===== src/rtl/btn_in_port.sv =====
// btn_in_port: synchronize, debounce and edge-latch WIDTH button lines behind a read-to-clear CPU port.
// Optional macro BTN_IN_IRQ_EN adds a registered edge-pending interrupt on irq (tied low otherwise).
module btn_in_port #(
    parameter int WIDTH     = 12,
    parameter int DB_CYCLES = 50000,
    parameter int RD_W      = 16
) (
    input  logic             clk,
    input  logic             rst,
    input  logic [WIDTH-1:0] btn_raw,
    input  logic             rd_en,
    input  logic             rd_addr,
    output logic [RD_W-1:0]  rd_data,
    output logic             rd_valid,
    output logic             irq
);
    localparam int CW = $clog2(DB_CYCLES);
    localparam logic [CW-1:0] CNT_MAX = CW'(DB_CYCLES - 1);

    logic [WIDTH-1:0] r_sync1, r_sync2, r_stable, r_pending;
    logic [CW-1:0]    r_cnt [WIDTH];
    logic [WIDTH-1:0] w_flip, w_rise, w_clr;

    always_ff @(posedge clk or posedge rst)
        if (rst) begin
            r_sync1 <= '0;
            r_sync2 <= '0;
        end else begin
            r_sync1 <= btn_raw;
            r_sync2 <= r_sync1;
        end

    // A bit flips only after DB_CYCLES consecutive disagreeing cycles; any agreement restarts the count.
    for (genvar i = 0; i < WIDTH; i++) begin : g_db
        assign w_flip[i] = (r_sync2[i] != r_stable[i]) && (r_cnt[i] == CNT_MAX);
        always_ff @(posedge clk or posedge rst)
            if (rst)
                r_cnt[i] <= '0;
            else
                r_cnt[i] <= (r_sync2[i] == r_stable[i] || w_flip[i]) ? '0 : r_cnt[i] + 1'b1;
    end

    assign w_rise = w_flip & r_sync2;
    assign w_clr  = (rd_en && rd_addr) ? r_pending : '0;

    // Clear only the returned snapshot; a rise on the same edge survives.
    always_ff @(posedge clk or posedge rst)
        if (rst) begin
            r_stable  <= '0;
            r_pending <= '0;
        end else begin
            r_stable  <= r_stable ^ w_flip;
            r_pending <= (r_pending & ~w_clr) | w_rise;
        end

    always_ff @(posedge clk or posedge rst)
        if (rst) begin
            rd_data  <= '0;
            rd_valid <= 1'b0;
        end else begin
            rd_valid <= rd_en;
            if (rd_en)
                rd_data <= rd_addr ? RD_W'(r_pending) : RD_W'(r_stable);
        end

`ifdef BTN_IN_IRQ_EN
    logic r_irq;
    always_ff @(posedge clk or posedge rst)
        if (rst)
            r_irq <= 1'b0;
        else
            r_irq <= |r_pending;
    assign irq = r_irq;
`else
    assign irq = 1'b0;
`endif
endmodule


===== config.mk =====
export PLATFORM = sky130hd
export DESIGN_NAME = btn_in_port
export DESIGN_NICKNAME = d
export VERILOG_FILES = /design/src/rtl/btn_in_port.sv
export SDC_FILE = /design/constraint.sdc
export NUM_CORES = 1
export LEC_CHECK = 0
export BUFFER_PORTS_ARGS = -buffer_cell sky130_fd_sc_hd__clkbuf_2
export CORE_AREA = 3 3 150 152
export DETAILED_ROUTE_END_ITERATION = 10
export DIE_AREA = 0 0 153 155
export GPL_TIMING_DRIVEN = 0
export MAX_ROUTING_LAYER = met4
export PLACE_DENSITY = 0.71
export SETUP_SLACK_MARGIN = 0.02
export SLEW_MARGIN = 10
export SYNTH_ARGS = -nofsm -noshare
export SYNTH_HDL_FRONTEND = slang
export SYNTH_SLANG_ARGS = --single-unit

===== constraint.sdc =====
create_clock -name clk -period 9.14 [get_ports clk]
set_input_delay 0.457 -clock clk [delete_from_list [all_inputs] [get_ports clk]]
set_output_delay 0.457 -clock clk [all_outputs]
set_load 0.05 [all_outputs]

==> impl_results.md <==
- Outcome: complete, no violations
- Crit path time final: 2.09 ns
- WS Path Type: reg -> reg
- Max-cap violations: 0
- Worst-Skew Late Latency: roughly 0.52 ns
- Detailed placer's ending HPWL: between 10000 and 15000 um
- Synth area leader: dfrtp_1
- GRT overflow: 0
- Tcrit/Tclk final: around 23%
- PwrDens: roughly 180 nW/um^2
- Post-synth ARST share: 100%
- Layout Utilization: between 60 and 70%
- Final Routed Wirelength: roughly 21000 um
- Max Fclk: 478 MHz
- Reg2Reg Depth: 5
- # IOs: 34
- CTS resizes: 0
- Post-synthesis sequential area ratio: 54.2%
- Syn Inst Count: about 1100
- First-pass GRT wire length: ~37000 um
- Peak VDD IR: around 0.15 mV
- R2R setup slack: 7.05 ns
- Antenna Violating Nets Remaining: 0
- Post-synth EDFFs: 0
- Pin count of the biggest net entering global routing: 97
- Drt wl/cell: 13.9 um
- Max-slew headroom: between 30% and 40%
- Static leakage: between 5 and 6 nW
- Share of cells above drive strength 1: under 10%
- Max Fanout on Critical Path: 10
- # diodes: 0
- Unrepaired setup endpoints after global routing: false
- Startpoint type of the worst setup path: flip-flop
- Number of synthesized register bits: 253
- Worst Hold Class: in -> async
- Yosys cell types: 45
- Root buf cell: clkbuf_16
- Total CTS buffers: 27
- R2r endpoint: r_cnt[30]
- GPL Wtd Cong: a little over 0.8
- Post-Syn Area: ~12000 um^2
- CTS hold repair buffers: 0
- Worst-Margin Slew: ~1 ns
- Antenna violations before repair: 0
- Setup violators final: 0
- Die W: 153 um
- Clock skew: ~0.012 ns
- CTS max path bufs: 3
- R2r startpoint: r_cnt[28]
- Total GRT Usage: between 10% and 20%
- Die footprint: 23700 um^2
- YS warnings: 0
- Clock sink total: about 250
- H-tree lvl count: 1
- Final #Nets: roughly 1200
- Hold Fails Final Rpt: 0
- Initial core utilization: 55.3%
- Slew Limit Fails: 0
- Arrival time at the worst endpoint: 2.50 ns
- Clk slew on worst S/H paths: 0.06 ns
- Die Ht: roughly 160 um
- IO buf count: 27
- Avg Vias per Cell: ~5.3
- Mean Syn Cell Area: 10.4 um^2
- Post-CTS Setup Bufs: 0
- Area Growth Syn to Fin: 12.0%
- Final hold slack: around 0.037 ns
- DRC Markers: 0
- Number of global-route vias before repair: slightly below 8000
- Synth top area cells: dfrtp_1 54%, xnor2_1 11%, nor2_1 7.3%
- CTS tree: done
- # rows: 53
- Setup crit end kind: flip-flop
- Top FF cell, synth: dfrtp_1
- DRT iter0 DRCs: 439
- Yosys top cell area share: roughly 54%
- DR vias: 7885
- Core box area: roughly 21000 um^2
- DRT Pass-1 Iters: 5
- CP required: 9.54 ns
[worst max-delay path by stage]
stage / start / endpoint / slack, ns / depth (start not counted)
floorplan: rst / async pin / 1.73 / 1
global placement: rst / r_cnt[74] / -0.94 / 2
detailed placement: r_cnt[64] / r_cnt[70] / 7.03 / 6
CTS: r_cnt[64] / r_cnt[78] / 7.03 / 6
global route: r_cnt[28] / r_cnt[30] / 6.85 / 5
finish: r_cnt[28] / r_cnt[30] / 7.05 / 5
[sequential cells by signal (all words and copies together), names as in the netlist, named ones only]
name       flops
r_pending     12
r_sync1       12
rd_data       12
rd_valid       1
r_sync2       12
r_cnt        192
[cell type report]
type | instances | area (um^2)
inverters | 39 | 154
clock buffers | 37 | 763
flip-flops and latches | 253 | 6330
clock inverters | 6 | 80.1
well taps | 275 | 344
multi-input cells | 813 | 5060
plain buffers | 24 | 170
repair buffers | 29 | 190
fillers | 1732 | 8060
[synthesized netlist by cell type, types with 13 or more instances]
cell / number
nand3_1: 60
xnor2_1: 143
nand4_1: 49
a21oi_1: 18
or4b_1: 13
dfrtp_1: 253
nand2_1: 56
nor2_1: 226
xor2_1: 31
nor4_1: 43
inv_1: 39
nor3_1: 44
[kinds of logic after synthesis]
family	Yosys count	synth area share [%]
AND/OR/NAND/NOR	561	24.5
flip-flops	253	54.2
XOR/XNOR	174	13.0
buffers and inverters	63	2.71
AO/OA/AOI/OAI	37	1.86
multiplexers	24	2.41
adder cells (fa/ha/maj)	12	1.28
other	1	0.0321
[power breakdown]
group,total [W],switching (W),internal (W)
clock,0.00105,0.000414,0.000631
combinational,0.000107,0.0000758,0.0000315
sequential,0.00116,0.0000206,0.00114
[per-layer routing]
| metal | wire length [um] | GRT usage, % | up-vias |
|---|---|---|---|
| met4 | 318 | 3.44 | 0 |
| li1 | - | - | 3961 |
| met3 | 613 | 2.70 | 22 |
| met1 | 9880 | 25.2 | 3808 |
| met2 | 9730 | 29.7 | 94 |
| met5 | 0 | - | - |
[per-stage QoR]
stage          TNS [ns]  setup WS (ns)  instances  area [um^2]  power [W]
2_1_floorplan         0           1.73       1129        11700    0.00126
3_3_place_gp    -233.60         -0.941       1431        12200    0.00129
3_5_place_dp          0           7.03       1433        12200    0.00129
4_1_cts               0           7.03       1476        13100    0.00235
5_1_grt               0           6.85       1476        13100    0.00241
6_report              0           7.05       1476        13100    0.00232
[critical path, cell delays in order, from the launching register on]
cell      delay [ns]
dfrtp_1         0.42
nor4_1          0.32
nand3b_1        0.15
o41ai_2         0.67
buf_2           0.34
nor2_1          0.08
[cell usage in the layout, fill, tap and decap left out, types with 14 or more instances in the layout]
cell type | Yosys | routed
clkbuf_1 | 9 | 14
nand2_1 | 56 | 56
clkbuf_2 | 0 | 27
nand4_1 | 49 | 49
xnor2_1 | 143 | 143
dfrtp_1 | 253 | 253
nor2_1 | 226 | 226
nand3_1 | 60 | 60
a21oi_1 | 18 | 18
inv_1 | 39 | 38
nor3_1 | 44 | 44
nor4_1 | 43 | 43
xor2_1 | 31 | 31
clkbuf_16 | 0 | 27
Note: power is estimated with default switching activity, not from simulation.
